File: src/rtl/alu_cmd_seq_if.sv
// Bundle of command, ALU-drive and result signals for alu_cmd_seq.
// slave = sequencer side, master = upstream/ALU/consumer side.
interface alu_cmd_seq_if #(
    parameter int W = 8
);
    logic         cmd_valid;
    logic         cmd_ready;
    logic [2:0]   cmd_op;
    logic         cmd_chain;
    logic [W-1:0] cmd_a;
    logic [W-1:0] cmd_b;

    logic [W-1:0] alu_num1;
    logic [W-1:0] alu_num2;
    logic [2:0]   alu_in_selector;
    logic [6:0]   alu_out_selector;
    logic [W-1:0] alu_result;
    logic         alu_overflow;

    logic         res_valid;
    logic         res_ready;
    logic [W-1:0] res_data;
    logic         res_ovf;
    logic         res_illegal;

    logic         clr_halt;
    logic         halted;

    modport slave (
        input  cmd_valid, cmd_op, cmd_chain, cmd_a, cmd_b,
        input  alu_result, alu_overflow,
        input  res_ready, clr_halt,
        output cmd_ready,
        output alu_num1, alu_num2, alu_in_selector, alu_out_selector,
        output res_valid, res_data, res_ovf, res_illegal, halted
    );

    modport master (
        output cmd_valid, cmd_op, cmd_chain, cmd_a, cmd_b,
        output alu_result, alu_overflow,
        output res_ready, clr_halt,
        input  cmd_ready,
        input  alu_num1, alu_num2, alu_in_selector, alu_out_selector,
        input  res_valid, res_data, res_ovf, res_illegal, halted
    );
endinterface

File: src/rtl/alu_cmd_seq.sv
// Command FIFO + IDLE/ISSUE/CAPTURE/HOLD sequencer driving an external 8-bit ALU.
// Optional feature macro: ALU_SEQ_OVF_HALT_EN (sticky halt on captured multiply overflow).
module alu_cmd_seq #(
    parameter int DEPTH = 4,
    parameter int W     = 8
) (
    input  logic           clk,
    input  logic           rst,
    alu_cmd_seq_if.slave   bus
);
    localparam int AW = $clog2(DEPTH);
    localparam int CW = AW + 1;
    localparam int EW = 4 + 2 * W;
    localparam logic [CW-1:0] DEPTH_C = CW'(DEPTH);

    localparam logic [2:0] OP_ILLEGAL = 3'd7;
    localparam logic [2:0] IN_RESET   = 3'b001;
    localparam logic [2:0] IN_LOAD    = 3'b010;
    localparam logic [2:0] IN_PERSIST = 3'b100;
    localparam logic [6:0] OUT_SUB    = 7'b0000010;

    typedef enum logic [1:0] {
        IDLE,
        ISSUE,
        CAPTURE,
        HOLD
    } state_t;

    function automatic logic [6:0] op_onehot(input logic [2:0] op);
        logic [6:0] sel;
        case (op)
            3'd0:    sel = 7'b1000000;
            3'd1:    sel = 7'b0100000;
            3'd2:    sel = 7'b0010000;
            3'd3:    sel = 7'b0001000;
            3'd4:    sel = 7'b0000100;
            3'd5:    sel = 7'b0000010;
            3'd6:    sel = 7'b0000001;
            default: sel = 7'b0000000;
        endcase
        return sel;
    endfunction

    logic [EW-1:0] r_mem [DEPTH];
    logic [AW-1:0] r_wr_ptr;
    logic [AW-1:0] r_rd_ptr;
    logic [CW-1:0] r_count;

    state_t        r_state;
    logic [2:0]    r_op;
    logic [W-1:0]  r_num1;
    logic [W-1:0]  r_num2;
    logic [6:0]    r_out_sel;
    logic [W-1:0]  r_last_result;
    logic          r_res_valid;
    logic [W-1:0]  r_res_data;
    logic          r_res_ovf;
    logic          r_res_illegal;

    logic          w_not_full;
    logic          w_push;
    logic          w_pop;
    logic          w_halted;
    logic [EW-1:0] w_head;
    logic [2:0]    w_head_op;
    logic          w_head_chain;
    logic [W-1:0]  w_head_a;
    logic [W-1:0]  w_head_b;
    logic [2:0]    w_in_sel;

    assign w_not_full = (r_count != DEPTH_C);
    assign w_push     = bus.cmd_valid && w_not_full;
    assign w_pop      = (r_state == IDLE) && (r_count != '0) && !w_halted;

    assign w_head = r_mem[r_rd_ptr];
    assign {w_head_op, w_head_chain, w_head_a, w_head_b} = w_head;

    always_ff @(posedge clk) begin
        if (w_push) begin
            r_mem[r_wr_ptr] <= {bus.cmd_op, bus.cmd_chain, bus.cmd_a, bus.cmd_b};
        end
    end

    // Reset has priority over push, so a command offered during rst is dropped.
    always_ff @(posedge clk) begin
        if (rst) begin
            r_wr_ptr <= '0;
            r_rd_ptr <= '0;
            r_count  <= '0;
        end else begin
            if (w_push) begin
                r_wr_ptr <= r_wr_ptr + AW'(1);
            end
            if (w_pop) begin
                r_rd_ptr <= r_rd_ptr + AW'(1);
            end
            case ({w_push, w_pop})
                2'b10:   r_count <= r_count + CW'(1);
                2'b01:   r_count <= r_count - CW'(1);
                default: r_count <= r_count;
            endcase
        end
    end

    always_ff @(posedge clk) begin
        if (rst) begin
            r_state       <= IDLE;
            r_op          <= '0;
            r_num1        <= '0;
            r_num2        <= '0;
            r_out_sel     <= OUT_SUB;
            r_last_result <= '0;
            r_res_valid   <= 1'b0;
            r_res_data    <= '0;
            r_res_ovf     <= 1'b0;
            r_res_illegal <= 1'b0;
        end else begin
            case (r_state)
                IDLE: begin
                    if (w_pop) begin
                        if (w_head_op == OP_ILLEGAL) begin
                            // Illegal ops bypass the ALU and leave last_result untouched.
                            r_res_data    <= '0;
                            r_res_ovf     <= 1'b0;
                            r_res_illegal <= 1'b1;
                            r_res_valid   <= 1'b1;
                            r_state       <= HOLD;
                        end else begin
                            r_op    <= w_head_op;
                            r_num1  <= w_head_chain ? r_last_result : w_head_a;
                            r_num2  <= w_head_b;
                            r_state <= ISSUE;
                        end
                    end
                end
                ISSUE: begin
                    r_out_sel <= op_onehot(r_op);
                    r_state   <= CAPTURE;
                end
                CAPTURE: begin
                    r_res_data    <= bus.alu_result;
                    r_last_result <= bus.alu_result;
                    r_res_ovf     <= bus.alu_overflow;
                    r_res_illegal <= 1'b0;
                    r_res_valid   <= 1'b1;
                    r_state       <= HOLD;
                end
                HOLD: begin
                    if (bus.res_ready) begin
                        r_res_valid <= 1'b0;
                        r_state     <= IDLE;
                    end
                end
                default: r_state <= IDLE;
            endcase
        end
    end

`ifdef ALU_SEQ_OVF_HALT_EN
    logic r_halted;

    always_ff @(posedge clk) begin
        if (rst) begin
            r_halted <= 1'b0;
        end else if (bus.clr_halt) begin
            r_halted <= 1'b0;
        end else if ((r_state == CAPTURE) && bus.alu_overflow) begin
            r_halted <= 1'b1;
        end
    end

    assign w_halted = r_halted;
`else
    logic w_unused_clr_halt;

    assign w_unused_clr_halt = bus.clr_halt;
    assign w_halted          = 1'b0;
`endif

    always_comb begin
        w_in_sel = IN_PERSIST;
        if (rst) begin
            w_in_sel = IN_RESET;
        end else if (r_state == ISSUE) begin
            w_in_sel = IN_LOAD;
        end
    end

    assign bus.cmd_ready        = w_not_full;
    assign bus.alu_num1         = r_num1;
    assign bus.alu_num2         = r_num2;
    assign bus.alu_in_selector  = w_in_sel;
    assign bus.alu_out_selector = r_out_sel;
    assign bus.res_valid        = r_res_valid;
    assign bus.res_data         = r_res_data;
    assign bus.res_ovf          = r_res_ovf;
    assign bus.res_illegal      = r_res_illegal;
    assign bus.halted           = w_halted;
endmodule
File: src/flat_wrapper.sv
// flat-port wrapper written by rule: the top's interface ports become plain ports
module alu_cmd_seq_flat 
#(
    parameter int DEPTH = 4,
    parameter int W     = 8
)
  (clk, rst, bus_cmd_valid, bus_cmd_op, bus_cmd_chain, bus_cmd_a, bus_cmd_b, bus_alu_result, bus_alu_overflow, bus_res_ready, bus_clr_halt, bus_cmd_ready, bus_alu_num1, bus_alu_num2, bus_alu_in_selector, bus_alu_out_selector, bus_res_valid, bus_res_data, bus_res_ovf, bus_res_illegal, bus_halted);
  alu_cmd_seq_if #(.W(W)) bus_i ();
  input  logic clk;
  input  logic rst;
  input wire logic [$bits(bus_i.cmd_valid)-1:0] bus_cmd_valid;
  input wire logic [$bits(bus_i.cmd_op)-1:0] bus_cmd_op;
  input wire logic [$bits(bus_i.cmd_chain)-1:0] bus_cmd_chain;
  input wire logic [$bits(bus_i.cmd_a)-1:0] bus_cmd_a;
  input wire logic [$bits(bus_i.cmd_b)-1:0] bus_cmd_b;
  input wire logic [$bits(bus_i.alu_result)-1:0] bus_alu_result;
  input wire logic [$bits(bus_i.alu_overflow)-1:0] bus_alu_overflow;
  input wire logic [$bits(bus_i.res_ready)-1:0] bus_res_ready;
  input wire logic [$bits(bus_i.clr_halt)-1:0] bus_clr_halt;
  output wire logic [$bits(bus_i.cmd_ready)-1:0] bus_cmd_ready;
  output wire logic [$bits(bus_i.alu_num1)-1:0] bus_alu_num1;
  output wire logic [$bits(bus_i.alu_num2)-1:0] bus_alu_num2;
  output wire logic [$bits(bus_i.alu_in_selector)-1:0] bus_alu_in_selector;
  output wire logic [$bits(bus_i.alu_out_selector)-1:0] bus_alu_out_selector;
  output wire logic [$bits(bus_i.res_valid)-1:0] bus_res_valid;
  output wire logic [$bits(bus_i.res_data)-1:0] bus_res_data;
  output wire logic [$bits(bus_i.res_ovf)-1:0] bus_res_ovf;
  output wire logic [$bits(bus_i.res_illegal)-1:0] bus_res_illegal;
  output wire logic [$bits(bus_i.halted)-1:0] bus_halted;
  assign bus_i.cmd_valid = bus_cmd_valid;
  assign bus_i.cmd_op = bus_cmd_op;
  assign bus_i.cmd_chain = bus_cmd_chain;
  assign bus_i.cmd_a = bus_cmd_a;
  assign bus_i.cmd_b = bus_cmd_b;
  assign bus_i.alu_result = bus_alu_result;
  assign bus_i.alu_overflow = bus_alu_overflow;
  assign bus_i.res_ready = bus_res_ready;
  assign bus_i.clr_halt = bus_clr_halt;
  assign bus_cmd_ready = bus_i.cmd_ready;
  assign bus_alu_num1 = bus_i.alu_num1;
  assign bus_alu_num2 = bus_i.alu_num2;
  assign bus_alu_in_selector = bus_i.alu_in_selector;
  assign bus_alu_out_selector = bus_i.alu_out_selector;
  assign bus_res_valid = bus_i.res_valid;
  assign bus_res_data = bus_i.res_data;
  assign bus_res_ovf = bus_i.res_ovf;
  assign bus_res_illegal = bus_i.res_illegal;
  assign bus_halted = bus_i.halted;
  alu_cmd_seq #(.DEPTH(DEPTH), .W(W)) u_core (.clk(clk), .rst(rst), .bus(bus_i));
endmodule
File: config.mk
export PLATFORM = sky130hd
export DESIGN_NAME = alu_cmd_seq_flat
export DESIGN_NICKNAME = d
export VERILOG_FILES = /design/src/rtl/alu_cmd_seq_if.sv /design/src/rtl/alu_cmd_seq.sv /design/src/flat_wrapper.sv
export SDC_FILE = /design/constraint.sdc
export NUM_CORES = 1
export LEC_CHECK = 0
export CAP_MARGIN = 5
export CELL_PAD_IN_SITES_DETAIL_PLACEMENT = 2
export CELL_PAD_IN_SITES_GLOBAL_PLACEMENT = 2
export CORE_MARGIN = 2
export CORE_UTILIZATION = 39
export CTS_CLUSTER_SIZE = 40
export DETAILED_ROUTE_END_ITERATION = 10
export HOLD_SLACK_MARGIN = 0.03
export PLACE_DENSITY_LB_ADDON = 0.05
export SLEW_MARGIN = 40
export SYNTH_ARGS = -nofsm -noshare
export SYNTH_HDL_FRONTEND = slang
export SYNTH_SLANG_ARGS = --single-unit
File: constraint.sdc
create_clock -name clk -period 2.9 [get_ports clk]
set_input_delay 0.58 -clock clk [delete_from_list [all_inputs] [get_ports clk]]
set_output_delay 0.58 -clock clk [all_outputs]
set_load 0.01 [all_outputs]
======== Word level (Yosys, flattened, before mapping) ========
Memory sizes are Yosys's and may differ from the RTL's. A register that Yosys moved wholly into a read port is not among the register bits.
Index checks and enable logic that the tools add are counted.
word-level totals
  latch bits .............................. 0
  ROM bits ................................ 0
  output and inout bits ................... 39
  memories ................................ 1
  word-level logic and storage cells ...... 71
  RAM bits ................................ 80
  bits in registers ....................... 54
memories
  name          depth  bits a word  rd ports  clocked after Yosys merged registers in  wr ports  RTL line           source
  u_core.r_mem  4      20           1         1                                        1         alu_cmd_seq.sv:44  logic [EW-1:0] r_mem [DEPTH];
cells by class
  multiply operators ...................... 0
  shift-type cells ........................ 0
  bitwise gates (word level) .............. 1
  add/sub/neg operators ................... 4
  divide/modulo/power cells ............... 0
  equal/unequal tests ..................... 16
  multiplexer cells ....................... 24
  order comparisons ....................... 0
  reductions and logical operators ........ 12
operator list
  operator                                                         count
  7-bit one-hot mux with 7 select lines                            1
  8-bit two-way mux                                                3
  8-bit one-hot mux with 2 select lines                            1
  3-bit == test, second input constant                             4
  2-bit two-way mux                                                5
  2-bit one-hot mux with 4 select lines                            1
  1-bit two-way mux                                                7
  2-bit == test, second input constant                             3
  3-bit by 2-bit == test with 1-bit output, second input constant  2
  3-bit two-way mux                                                2
  3-bit one-hot mux with 2 select lines                            1
  3-bit AND reduction                                              2
  3-bit nonzero test                                               2
  2-bit by 1-bit adder with 2-bit output, second input constant    2
  2-bit by 1-bit == test with 1-bit output, second input constant  2
  2-bit inequality test, second input constant                     2
  1-bit one-hot mux with 2 select lines                            2
  4-bit AND reduction                                              1
  2-bit nonzero test                                               2
  3-bit by 1-bit adder with 3-bit output, second input constant    1
  3-bit by 1-bit == test with 1-bit output, second input constant  1
  3-bit logical NOT                                                1
  3-bit inequality test, second input constant                     1
  1-bit one-hot mux with 3 select lines                            1
  6 further kinds                                                  7

======== Depth between registers and ports, before layout ========
  depth after elaboration ................. 4
  depth in mapped cells ................... 10
  depth with buffers taken out ............ 10

======== Worst setup path after synthesis ========
OpenSTA, ideal clock, no wires.
  path kind ............................... register to register
  start ................................... reg u_core.r_count[2]
  end ..................................... reg u_core.r_count[2]
  cell stages (with the launch flop) ...... 10
  clock period less this slack ............ 2308 ps
  slack ................................... 592 ps
  setup time .............................. 71 ps
  arrival time ............................ 2237 ps
  cells stage by stage .................... dfxtp_1 -> or3b_1 -> and2_1 -> inv_1 -> ha_1 -> inv_1 -> fa_1 -> xor2_1 -> or3_1 -> a21oi_1
between the ends
  cells in the longest elaborated chain, start to end .. 4
RTL lines
  item                                                                         RTL line            source
  start: declaration                                                           alu_cmd_seq.sv:47   logic [CW-1:0] r_count;
  start signal: assignment                                                     alu_cmd_seq.sv:98   2'b10: r_count <= r_count + CW'(1);
  start signal: assignment                                                     alu_cmd_seq.sv:99   2'b01: r_count <= r_count - CW'(1);
  start signal: assignment                                                     alu_cmd_seq.sv:100  default: r_count <= r_count;
  3-bit inequality test *                                                      alu_cmd_seq.sv:71   assign w_not_full = (r_count != DEPTH_C);
  named net bus_cmd_ready                                                      flat_wrapper.sv:20  output wire logic [$bits(bus_i.cmd_ready)-1:0] bus_cmd_ready;
  1-bit logical AND *                                                          alu_cmd_seq.sv:72   assign w_push = bus.cmd_valid && w_not_full;
  2-bit by 1-bit == test with 1-bit output or 2-bit == test (tied branches)    alu_cmd_seq.sv:97   case ({w_push, w_pop})
  3-bit one-hot mux with 2 select lines or 2-bit nonzero test (tied branches)  -
Mark *: on every way through the listed nets, which the timed path passes. The rest lies on a longest branch.
A chain may end at the register's enable or synchronous reset.

======== Final worst setup path ========
  start ................................... reg u_core.r_state[1]
  end ..................................... out bus_alu_in_selector[1]
between the ends
  cells in the longest elaborated chain, start to end .. 3
RTL lines
  item                                      RTL line            source
  start: declaration                        alu_cmd_seq.sv:49   state_t r_state;
  start signal: assignment                  alu_cmd_seq.sv:107  r_state <= IDLE;
  start signal: assignment                  alu_cmd_seq.sv:127  r_state <= HOLD;
  start signal: assignment                  alu_cmd_seq.sv:132  r_state <= ISSUE;
  2-bit by 1-bit == test with 1-bit output  alu_cmd_seq.sv:184  end else if (r_state == ISSUE) begin
  3-bit two-way mux                         alu_cmd_seq.sv:184
  3-bit two-way mux                         alu_cmd_seq.sv:182  if (rst) begin
  end: declaration                          flat_wrapper.sv:23  output wire logic [$bits(bus_i.alu_in_selector)-1:0] bus_alu_in_selector;
Every way passes these cells.

==> results.md <==
| Metric | Reported | Unit |
|:---|:---|:---|
| Outcome | complete, no violations | - |
| Worst Tran Pin Value | 0.786 | ns |
| Final hold vios | 0 | - |
| Number of standard cells in the layout, taps in and fillers out | 614 | - |
| Syn Nets | 387 | - |
| Nature of the critical path endpoint | primary output | - |
| Max-cap violations | 0 | - |
| Core ar. | 13,200 | um^2 |
| Category of the worst setup path launch point | flip-flop | - |
| Fraction of synthesized cell area taken by the top area cell type | 0.454 | - |
| Routed wire length | 12.0 | mm |
| Register clock-pin slew on the reported worst setup and hold paths | 0.05 | ns |
| Initial core utilization | 0.399 | - |
| Num ports | 73 | - |
| Leakage power figure | 2.35 | nW |
| Required arrival time at the worst endpoint | 2.32 | ns |
| Kind of critical path | reg2out | - |
| Origin of the worst min-delay path | u_core.bus.alu_out_selector[0] | - |
| Post-DP HPWL | 7.94 | mm |
| Upper clock frequency limit | 376 | MHz |
| Total Power Consumption | 6.33 | mW |
| Dominant cells by area after synthesis | edfxtp_1, dfxtp_1, mux4_2, mux2i_1, nor2_1 | - |
| Hold Path Cell Cnt | 2 | - |
| Worst path top cell family by delay | buffers and inverters | - |
| Post-synthesis sequential element count | 136 | - |
| Detailed-route DRC error count | 0 | - |
| Vias in the first global route | 3,461 | - |
| Crit path DAT | 2.08 | ns |
| Number of port buffers | 70 | - |
| CTS Buffer Depth | 2 | - |
| Quantity of gates resized following cts | 0 | - |
| Power Density | 940 | nW/um^2 |
| Area leader, netlist | edfxtp_1 | - |
| Clock tree from TritonCTS | built | - |
| Cell-by-cell listing of the critical path | inv_1 > ha_1 > clkinv_1 > nor2_1 > clkdlybuf4s50_1 | - |
| Worst-path maximum fanout | 8 | - |
| Total number of H-tree levels | 4 | - |
| Remaining max-slew budget at the tightest pin | 0.471 | - |
| Layout overhead on the synthesized area | 27.5 | % |
| Final standard cell utilization of the core | 0.509 | - |
| Most instantiated library cell after synthesis | edfxtp_1 | - |
| Buf/Inv on CP | 3 | - |
| Vertical die dimension | 120 | um |
| Average detailed-routed wire length per instance | 19.5 | um |
| Number of enable-type register cells in the synthesized netlist | 80 | - |
| Average instance area after synthesis | 15.5 | um^2 |
| Worst hold slack | 0.457 | ns |
| End of the worst register-to-register path | u_core.r_count[2] | - |
| Maximum number of pins on one net before global-route repair | 27 | - |
| Setup TNS | 0 | ns |
| Combined area of all synthesized cells | 5290 | um^2 |
| Synthesis Warnings | 0 | - |
| Leading cell types by count after synthesis | edfxtp_1, dfxtp_1, nor2_1, mux2i_1, mux4_2 | - |
| Antenna violations before repair | 0 | - |
| First-pass GRT wire length | 19.4 | mm |
| Clock sink total | 136 | - |
| Routability cong. | 0.716 | - |
| Total of endpoints with negative setup slack in the final report | 0 | - |
| Period utilization | 0.918 | - |
| Synthesized instance count | 342 | - |
| Final slew viol count | 0 | - |
| Latest clock arrival within the worst-skew pair | 0.42 | ns |
| Number of iterations in the first detailed-routing pass | 4 | - |
| Layout net count | 470 | - |
| Area enclosed by the die boundary | 14,500 | um^2 |
| Ratio of routed vias to standard cells | 5.08 | - |
| Clock tree root driver cell | clkbuf_16 | - |
| Clock skew after layout | 0.00710 | ns |
| Count of antenna diodes in the layout | 0 | - |
| Largest stage delay on the critical path | 0.55 | ns |
| Fraction of registers with async set/reset | 0 | - |
| Critical path's slowest cell | clkdlybuf4s50_1 | - |
| GRT Total Usage | 0.180 | - |
| Number of cell instances on the worst register-to-register path | 9 | - |
| Count of cell types in the netlist | 48 | - |
| Kind of path behind the tightest hold check | reg2reg | - |
| Row Count | 42 | - |
| Number of setup buffers added after CTS | 0 | - |
| Reg2reg setup slack | 0.36 | ns |
| Num CTS Buffers | 17 | - |
| GRT Residual Overflow | 0 | - |
| Setup repair after global routing missed its margin | false | - |
| Worst min-delay path endpoint | u_core.bus.alu_out_selector[0] | - |
| Number of design-rule violations left by the first detailed-router iteration | 110 | - |
| Crit path time final | 2.66 | ns |
| Proportion of layout cells with a drive suffix above 1 | 0.164 | - |
| Maximum ir drop on the vdd rail | 0.000515 | V |
| R2r startpoint | u_core.r_count[2] | - |
| Post-route ant nets | 0 | - |
| Number of fill cells in the layout | 1,242 | - |
| Synth Flop Type | edfxtp_1 | - |
| Seq/Total Area, Yosys | 0.667 | - |
| Hold-fix buffer count after cts | 0 | - |
| Number of placed cells counting well taps | 582 | - |
| Vias after detailed routing | 3,118 | - |
| Die span in x | 120 | um |
==> flip-flops by register name, summed over array words and instances (netlist names), 2 cells and up, named ones only <==
register and count:
u_core.r_mem 80, u_core.bus.alu_num1 8, u_core.bus.alu_num2 8, u_core.bus.res_data 8
u_core.r_last_result 8, u_core.bus.alu_out_selector 7, u_core.r_count 3, u_core.r_op 3
u_core.r_rd_ptr 2, u_core.r_state 2, u_core.r_wr_ptr 2
==> layer usage <==
metal / track usage / vias up / share of wire / wire length (um)
met5: 0 / - / 0 / 0
met4: 0.0719 / 0 / 0.016 / 187
met3: 0.0486 / 16 / 0.042 / 508
met2: 0.288 / 69 / 0.48 / 5740
met1: 0.232 / 1582 / 0.46 / 5530
li1: - / 1451 / - / -
==> stage by stage <==
stage          instance area, um^2  setup slack [ns]
3_3_place_gp                  6200             0.330
2_1_floorplan                 5290             0.592
3_5_place_dp                  6200             0.246
4_1_cts                       6740             0.168
6_report                      6740             0.238
5_1_grt                       6740            0.0941
==> cells by family (layout without fill, tap and decap cells) <==
group | Yosys count | in the layout | synth area share
XOR/XNOR | 5 | 5 | 0.00829
buffers and inverters | 31 | 127 | 0.0320
multiplexers | 45 | 45 | 0.136
AND/OR/NAND/NOR | 71 | 71 | 0.0634
flip-flops | 136 | 136 | 0.667
other | 1 | 1 | 0.000709
adder cells (fa/ha/maj) | 11 | 11 | 0.0275
AO/OA/AOI/OAI | 42 | 42 | 0.0660
==> layout by cell type, fill, tap and decap left out, types with 2 or more instances in the layout <==
cell	Yosys	routed
a22o_1	9	9
a211oi_2	8	8
clkinv_2	0	4
nor2_2	3	3
a21oi_1	13	13
o221a_2	3	3
clkbuf_16	0	17
clkinv_1	1	2
buf_4	2	12
xor2_1	3	3
nand2_1	10	10
clkdlybuf4s50_1	0	69
mux2i_1	24	24
nand3_1	3	3
inv_1	11	11
dfxtp_1	56	56
ha_1	10	10
edfxtp_1	80	80
nor2_1	37	37
xnor2_1	2	2
mux4_1	4	4
nand4b_1	3	3
clkinvlp_4	0	3
clkbuf_1	8	5
nor3_1	2	2
mux4_2	16	16
and3_1	4	4
a211oi_1	2	2
==> worst reg2reg max path: stages, from the launching register on <==
cell and delay, ns:
dfxtp_1 0.41, or3b_1 0.46, and2_1 0.24, inv_1 0.08, ha_1 0.20, inv_1 0.08, fa_1 0.38, xor2_1 0.17
or3_1 0.32, a21oi_1 0.13
==> final cells by class <==
type,instances,area (um^2),share of cell area
Clock inverter,9,76.3,0.0113
Inverter,12,45.0,0.00669
Tap cell,176,220,0.0327
Multi-Input combinational cell,175,1610,0.239
Timing Repair Buffer,83,806,0.120
Clock buffer,23,458,0.0680
Sequential cell,136,3520,0.523
==> worst max path at each step <==
stage	cells past startpoint	start	end
floorplan	9	u_core.r_count[2]	u_core.r_count[2]
global placement	9	bus_cmd_valid	u_core.r_count[2]
detailed placement	9	bus_cmd_valid	u_core.r_count[2]
CTS	5	u_core.r_state[1]	bus_alu_in_selector[1]
global route	5	u_core.r_state[1]	bus_alu_in_selector[1]
finish	5	u_core.r_state[1]	bus_alu_in_selector[1]
==> report_power, final <==
group	switching [mW]	total [mW]	internal, mW	leakage [nW]
Clock	0.773	1.96	1.19	0.254
Combinational	0.939	1.80	0.864	0.904
Sequential	0.183	2.57	2.38	1.19
Note: power is estimated with default switching activity, not from simulation.
